===== src/rtl/blib_pkg.sv =====
// Shared types for the blib input path.
// Defines the lala word carried from the producer into blib.
package blib_pkg;

  localparam int LalaWidth = 8;

  typedef logic [LalaWidth-1:0] lala;

  function automatic int usage_width(input int depth);
    return $clog2(depth + 1);
  endfunction

endpackage


===== src/rtl/blib_in_fifo_ptr.sv =====
// Wrapping FIFO pointer; wraps at Depth-1, so Depth
// need not be a power of two.
module blib_in_fifo_ptr #(
  parameter int Depth = 4,
  localparam int PtrWidth = (Depth > 1) ? $clog2(Depth) : 1
) (
  input  logic                clk_i,
  input  logic                rst_i,
  input  logic                clr_i,
  input  logic                inc_i,
  output logic [PtrWidth-1:0] ptr_o
);

  localparam logic [PtrWidth-1:0] Last = PtrWidth'(Depth - 1);

  always_ff @(posedge clk_i or posedge rst_i) begin
    if (rst_i) begin
      ptr_o <= '0;
    end else if (clr_i) begin
      ptr_o <= '0;
    end else if (inc_i) begin
      ptr_o <= (ptr_o == Last) ? '0 : ptr_o + 1'b1;
    end
  end

endmodule


===== src/rtl/blib_in_fifo.sv =====
// Valid/ready input FIFO feeding blib in_i with occupancy and flush.
// Optional same-cycle bypass when BLIB_IN_FIFO_FALL_THROUGH_EN is defined.
module blib_in_fifo
  import blib_pkg::*;
#(
  parameter int Depth = 4,
  parameter int UsageWidth = usage_width(Depth)
) (
  input  logic                  clk_i,
  input  logic                  rst_i,
  input  logic                  flush_i,
  input  logic                  valid_i,
  output logic                  ready_o,
  input  lala                   data_i,
  output logic                  valid_o,
  input  logic                  ready_i,
  output lala                   data_o,
  output logic [UsageWidth-1:0] usage_o
);

  localparam int PtrWidth = (Depth > 1) ? $clog2(Depth) : 1;
  localparam logic [UsageWidth-1:0] Full = UsageWidth'(Depth);

  logic [PtrWidth-1:0]   rptr;
  logic [PtrWidth-1:0]   wptr;
  logic [UsageWidth-1:0] count;
  lala                   mem [Depth];

  logic full;
  logic empty;
  logic push;
  logic pop;
  logic push_q;
  logic pop_q;

  assign full    = (count == Full);
  assign empty   = (count == '0);
  assign ready_o = !full;
  assign usage_o = count;
  assign pop     = !empty && ready_i;

`ifdef BLIB_IN_FIFO_FALL_THROUGH_EN
  logic bypass;

  // A word handed straight through to blib never touches storage.
  assign bypass  = empty && valid_i && !flush_i;
  assign valid_o = !empty || bypass;
  assign push    = valid_i && ready_o && !(bypass && ready_i);

  always_comb begin
    data_o = '0;
    if (bypass) begin
      data_o = data_i;
    end else if (!empty) begin
      data_o = mem[rptr];
    end
  end
`else
  assign valid_o = !empty;
  assign push    = valid_i && ready_o;
  assign data_o  = empty ? '0 : mem[rptr];
`endif

  assign push_q = push && !flush_i;
  assign pop_q  = pop && !flush_i;

  always_ff @(posedge clk_i) begin
    if (push_q) begin
      mem[wptr] <= data_i;
    end
  end

  always_ff @(posedge clk_i or posedge rst_i) begin
    if (rst_i) begin
      count <= '0;
    end else if (flush_i) begin
      count <= '0;
    end else if (push_q && !pop_q) begin
      count <= count + 1'b1;
    end else if (pop_q && !push_q) begin
      count <= count - 1'b1;
    end
  end

  blib_in_fifo_ptr #(
    .Depth (Depth)
  ) u_wptr (
    .clk_i (clk_i),
    .rst_i (rst_i),
    .clr_i (flush_i),
    .inc_i (push_q),
    .ptr_o (wptr)
  );

  blib_in_fifo_ptr #(
    .Depth (Depth)
  ) u_rptr (
    .clk_i (clk_i),
    .rst_i (rst_i),
    .clr_i (flush_i),
    .inc_i (pop_q),
    .ptr_o (rptr)
  );

`ifndef SYNTHESIS
  always @(posedge clk_i) begin
    if (!rst_i) begin
      assert (Depth >= 2)
        else $error("blib_in_fifo: Depth below 2");
      assert (!(push_q && full))
        else $error("blib_in_fifo: push while full");
      assert (!(pop_q && empty))
        else $error("blib_in_fifo: pop while empty");
    end
  end
`endif

endmodule


===== config.mk =====
export PLATFORM = sky130hd
export DESIGN_NAME = blib_in_fifo
export DESIGN_NICKNAME = d
export VERILOG_FILES = /design/src/rtl/blib_pkg.sv /design/src/rtl/blib_in_fifo_ptr.sv /design/src/rtl/blib_in_fifo.sv
export SDC_FILE = /design/constraint.sdc
export NUM_CORES = 1
export LEC_CHECK = 0
export ABC_AREA = 1
export BUFFER_PORTS_ARGS = -buffer_cell sky130_fd_sc_hd__buf_4
export CELL_PAD_IN_SITES_DETAIL_PLACEMENT = 1
export CELL_PAD_IN_SITES_GLOBAL_PLACEMENT = 1
export CORE_MARGIN = 5
export CORE_UTILIZATION = 35
export CTS_CLUSTER_DIAMETER = 100
export DETAILED_ROUTE_END_ITERATION = 8
export PLACE_DENSITY = 0.72
export SLEW_MARGIN = 20
export SYNTH_ARGS = -nofsm -noshare
export SYNTH_HDL_FRONTEND = slang
export SYNTH_SLANG_ARGS = --single-unit

===== constraint.sdc =====
create_clock -name clk_i -period 1.9 [get_ports clk_i]
set_input_delay 0.19 -clock clk_i [delete_from_list [all_inputs] [get_ports clk_i]]
set_output_delay 0.19 -clock clk_i [all_outputs]
set_load 0.005 [all_outputs]

* Word-level counts from Yosys, hierarchy flattened *
Memories as Yosys holds them, arrays and structs flattened.
Index checks and enable logic that the tools add are counted.

cells by class
  muxes and demuxes = 12
  reduce and logical (&&, ||, !) cells = 15
  equal/unequal tests = 3
  add/subtract/negate cells = 4

operators with widths
  cell                   count
  $mux W2                6
  $mux W3                3
  $mux W8                1
  $logic_and A1 B1 Y1    6
  $logic_not A1 Y1       5
  $add A2 B1 Y2 const B  2
  $eq A2 B2 Y1 const B   2
  $reduce_bool A2 Y1     2
  $add A3 B1 Y3 const B  1
  $eq A3 B3 Y1 const B   1
  $logic_not A3 Y1       1
  $reduce_bool A3 Y1     1
  $sub A3 B1 Y3 const B  1
  $mux W1                2

word-level totals
  memory bits (writable) = 32
  logic and storage cells = 38
  register bits after elaboration = 7
  output and inout port bits = 13
  input port bits = 13
  memories = 1

memory list
  memory  depth  width  read ports  clocked after memory_dff  wr ports  RTL line            source
  mem     4      8      1           0                         1         blib_in_fifo.sv:27  lala mem [Depth];

* Depth between registers and ports, before layout *
  depth after elaboration = 9
  mapped depth = 11
  gate-level depth less buffers = 11

* Modules after synthesis *
From an unflattened synthesis, not the netlist that was laid out.

second synthesis, totals
  cell total of the unflattened synthesis = 164
  area total of the unflattened synthesis = 1,771.7 um^2

by module, submodules not included
  module            times used  cells each  area an instance (um^2)
  blib_in_fifo      1           138         1,564.0
  blib_in_fifo_ptr  2           13          103.8

* Worst setup path before layout *
OpenSTA, ideal clock, no wires.

  path kind = register to register
  start point = register count[2] (netlist: usage_o[2])
  end point = register count[2] (netlist: usage_o[2])
  arrival = 1.609 ns
  path buffers = 0
  stages on the path, launching flop included = 12
  clock period less this slack = 1.685 ns
  setup slack = 0.215 ns
  path through = dfrtp_1 > inv_1 > nand2_2 > nand2_4 > nand3_1 > inv_1 > fa_1 > xnor2_1 > inv_1 > nand3_1 > nand2_1 > o21ai_1

between the ends
  longest elaborated chain between the ends = 8
  elaborated cells on any way between the ends = 18
  classes of those cells = add/sub (2); eq/ne (1); mux (3); reduce/logical (12)

ends and longest elaborated chain
  element                 RTL line            source
  from (decl)             blib_in_fifo.sv:26  logic [UsageWidth-1:0] count;
  from (signal assigned)  blib_in_fifo.sv:79  count <= count + 1'b1;
  from (signal assigned)  blib_in_fifo.sv:81  count <= count - 1'b1;
  $logic_not A3 Y1 *      blib_in_fifo.sv:37  assign empty = (count == '0);
  $logic_not A1 Y1 *      --
  net valid_o             blib_in_fifo.sv:15  output logic valid_o,
  $logic_and A1 B1 Y1 *   blib_in_fifo.sv:40  assign pop = !empty && ready_i;
  $logic_and A1 B1 Y1 *   blib_in_fifo.sv:65  assign pop_q = pop && !flush_i;
  $logic_not A1 Y1        blib_in_fifo.sv:78  end else if (push_q && !pop_q) begin
  $logic_and A1 B1 Y1     blib_in_fifo.sv:78
  $mux W3                 blib_in_fifo.sv:78
  $mux W3                 blib_in_fifo.sv:76  end else if (flush_i) begin

Mark *: on every way through the listed nets, which the timed path passes. The rest lies on a longest branch. The select of a mux whose other input is x is not followed.
A chain may end at the register's enable or synchronous reset.

* Final worst setup path *
  start point = register count[2] (netlist: usage_o[2])
  end point = register count[2] (netlist: usage_o[2])

between the ends
  longest elaborated chain between the ends = 8
  elaborated cells on any way between the ends = 18
  classes of those cells = add/sub (2); eq/ne (1); mux (3); reduce/logical (12)

ends and longest elaborated chain
  element
  parallel branches: the longest is 8 deep, another holds $sub A3 B1 Y3

Parallel ways; which one is timed is not known. The select of a mux whose other input is x is not followed.

==> qor.txt <==
Seq. cell area = 1140 um^2
Clock sink count = 39
I/O pin cnt = 26
Final Cycle Share = 95.0%
Largest net degree at the start of global routing = 18
CTS Buf Count = 5
YS warnings = 0
Final WS setup = 95.0 ps
Cell area after synthesis = 1770 um^2
Top cell by count, worst path = inv_1
Vias = 1252
Minimum clock period = 1800 ps
CP top delay family = flip-flops
Status = complete, no violations
Critical path's slowest cell = dfrtp_2
Place WS = 17.2 ps
Crit path largest cell delay = 440 ps
Post-synthesis sequential area ratio = 64.2%
CP Class = flop to flop
Row count = 25
Syn Area/Cell = 11.1 um^2
CP Buf/Inv Count = 3
WP data arrival = 2020 ps
Worst-Margin Slew = 345 ps
Most common cell in the synthesized netlist = nor2_1
Crit path max fanout = 6
Initial Utilization = 36.8%
Die area = 6580 um^2
Initial DRC Count = 99
Layout area overhead = 22.0%
Clock skew = 9.88 ps
Seq cells post-synth = 39
Synth Flop Type = edfxtp_1
Syn nets = 177
Global-route wire length before repair = 6660 um
Total grt overflow = 0
Routed wire length = 4010 um
Post-DP HPWL = 2920 um
Mapped Cells = 159
Post-synth top cells = nor2_1 (36), edfxtp_1 (32), o21ai_0 (18)
Critical Path End Type = flop
RSZ-0062 raised after global routing = true
Max Clk Rate = 0.554 GHz
Hold Worst Slack = 98.3 ps
Avg WL per Cell = 15.3 um
Startpoint Class = flop
Via count of the first global-routing pass = 1346
DRC Markers = 0
Routed vias/inst = 4.80
Post-CTS Setup Repair Bufs = 0
Core area = 4820 um^2
Initial antenna violation count = 0
GRT Total Usage = 13.7%
Relative slew slack = 77.0%
Netlist cell types = 22
Post-synth top area cell = edfxtp_1
Dpl cell area = 2050 um^2
Power per cell area = 1210 nW/um^2
HP Class = input port to flop
Die X = 81.1 um
LEAKAGE = 0.869 nW
Final instance area = 2160 um^2
Clk buf depth = 2
Die H = 81.1 um
Setup violations, final = 0
Routed Antenna Nets = 0
Clk root buf = clkbuf_8
Worst endpoint required time = 2120 ps
Slew Limit Fails = 0
Diode count = 0
MaxCap Viol Count = 0
Worst-skew pair later-pin latency = 290 ps
Layout net count = 211
CTS H-tree lvls = 2
Post-synth EDFFs = 32
Most area-consuming cells after synthesis = edfxtp_1 (54%), dfrtp_1 (9.9%), nor2_1 (7.6%)
CP Cell Sequence = inv_1 > nand2_2 > nand2_4 > nand3_1 > inv_1 > fa_1 > xnor2_2 > inv_1 > nand3_1 > nand2_1 > o21ai_1
TritonCTS clock tree = yes
Pre-antenna DRT Iters = 4
Worst-path clk slew = 80 ps
Port Buffer Count = 25
Layout cells sized above 1 = 28.9%
Peak supply drop = 0.295 mV
GPL Wtd Cong = 0.774
Layout fillers = 561
Yosys top cell area share = 54.3%
Fraction of synthesis flops using an asynchronous set or reset pin = 17.9%
Area of the multi-input gates = 547 um^2
Final hold viol count = 0
-- cells in the final DEF, fill, tap and decap left out, drive strengths merged, types with 4 or more instances in the layout --
| cell | n |
|---|---|
| clkbuf | 7 |
| nor2 | 38 |
| nand2 | 13 |
| o21ai | 22 |
| inv | 18 |
| dfrtp | 7 |
| edfxtp | 32 |
| nand3 | 8 |
| a21oi | 10 |
| buf | 30 |
| ha | 4 |
-- cells by family (layout without fill, tap and decap cells) --
logic type	Yosys count	after routing	share of synthesized area, %
and+or+nand+nor	59	59	16.5
DFF	39	39	64.2
AOI/OAI and AO/OA	33	33	9.47
buffers and inverters	22	57	5.37
adders and majority gates	5	5	3.96
xor gates and xnor gates	1	1	0.495
-- report_power, final --
| part | switching [mW] | internal [mW] | leakage (nW) |
|---|---|---|---|
| combinational | 0.536 | 0.427 | 0.452 |
| sequential | 0.100 | 1.02 | 0.375 |
| clock | 0.277 | 0.258 | 0.0422 |
-- path summary, 6_finish.rpt --
| kind | cells past startpoint | slack, ps | end | startpoint |
|---|---|---|---|---|
| max in group asynchronous | 3 | 1230 | usage_o[1] | rst_i |
| min in group asynchronous | 3 | 410 | u_wptr.ptr_o[0] | rst_i |
| setup / recovery | 11 | 100 | usage_o[2] | usage_o[2] |
| hold / removal | 1 | 100 | mem[3][0] | data_i[0] |
| setup reg to reg | 11 | 100 | usage_o[2] | usage_o[2] |
| hold reg to reg | 1 | 570 | usage_o[0] | usage_o[0] |
-- layer usage --
layer  part of all wire, %  vias to the layer above  GRT usage, %
li1                      -                      603             -
met1                    44                      625          17.3
met2                    52                       18          23.4
met3                   3.4                        6          3.44
met4                   1.0                        0          3.55
met5                     0                        -             0
-- flip-flops by register name, summed over array words and instances, names as in the netlist --
name	cells
usage_o	3
u_rptr.ptr_o	2
u_wptr.ptr_o	2
mem	32
-- area by class of cell --
| cell class | instances | share of cell area, % |
|---|---|---|
| clock buffer | 7 | 3.53 |
| sequential | 39 | 52.9 |
| timing repair buffer | 31 | 10.9 |
| multi-input combinational | 98 | 25.3 |
| inverter | 18 | 3.24 |
| clock inverter | 1 | 0.232 |
| tap | 67 | 3.88 |
-- through the flow --
| step | total power [mW] | util [%] | setup TNS (ps) | std cells |
|---|---|---|---|---|
| floorplan | 1.65 | - | 0 | 159 |
| global placement | 2.03 | 42.6 | 0 | 252 |
| detailed placement | 2.10 | 42.6 | 0 | 252 |
| CTS | 2.62 | 44.5 | 0 | 261 |
| global route | 2.80 | 44.8 | -15.4 | 261 |
| finish | 2.62 | 44.8 | 0 | 261 |
-- what timing repair did --
| action | 4_1_cts | 5_1_grt |
|---|---|---|
| setup endpoints to repair | 0 | 5 |
| gates resized for setup | 0 | 6 |
| endpoints found under the hold margin | 7 | 0 |
| hold buffers | 1 | 0 |
(Power assumes the default switching activity.)
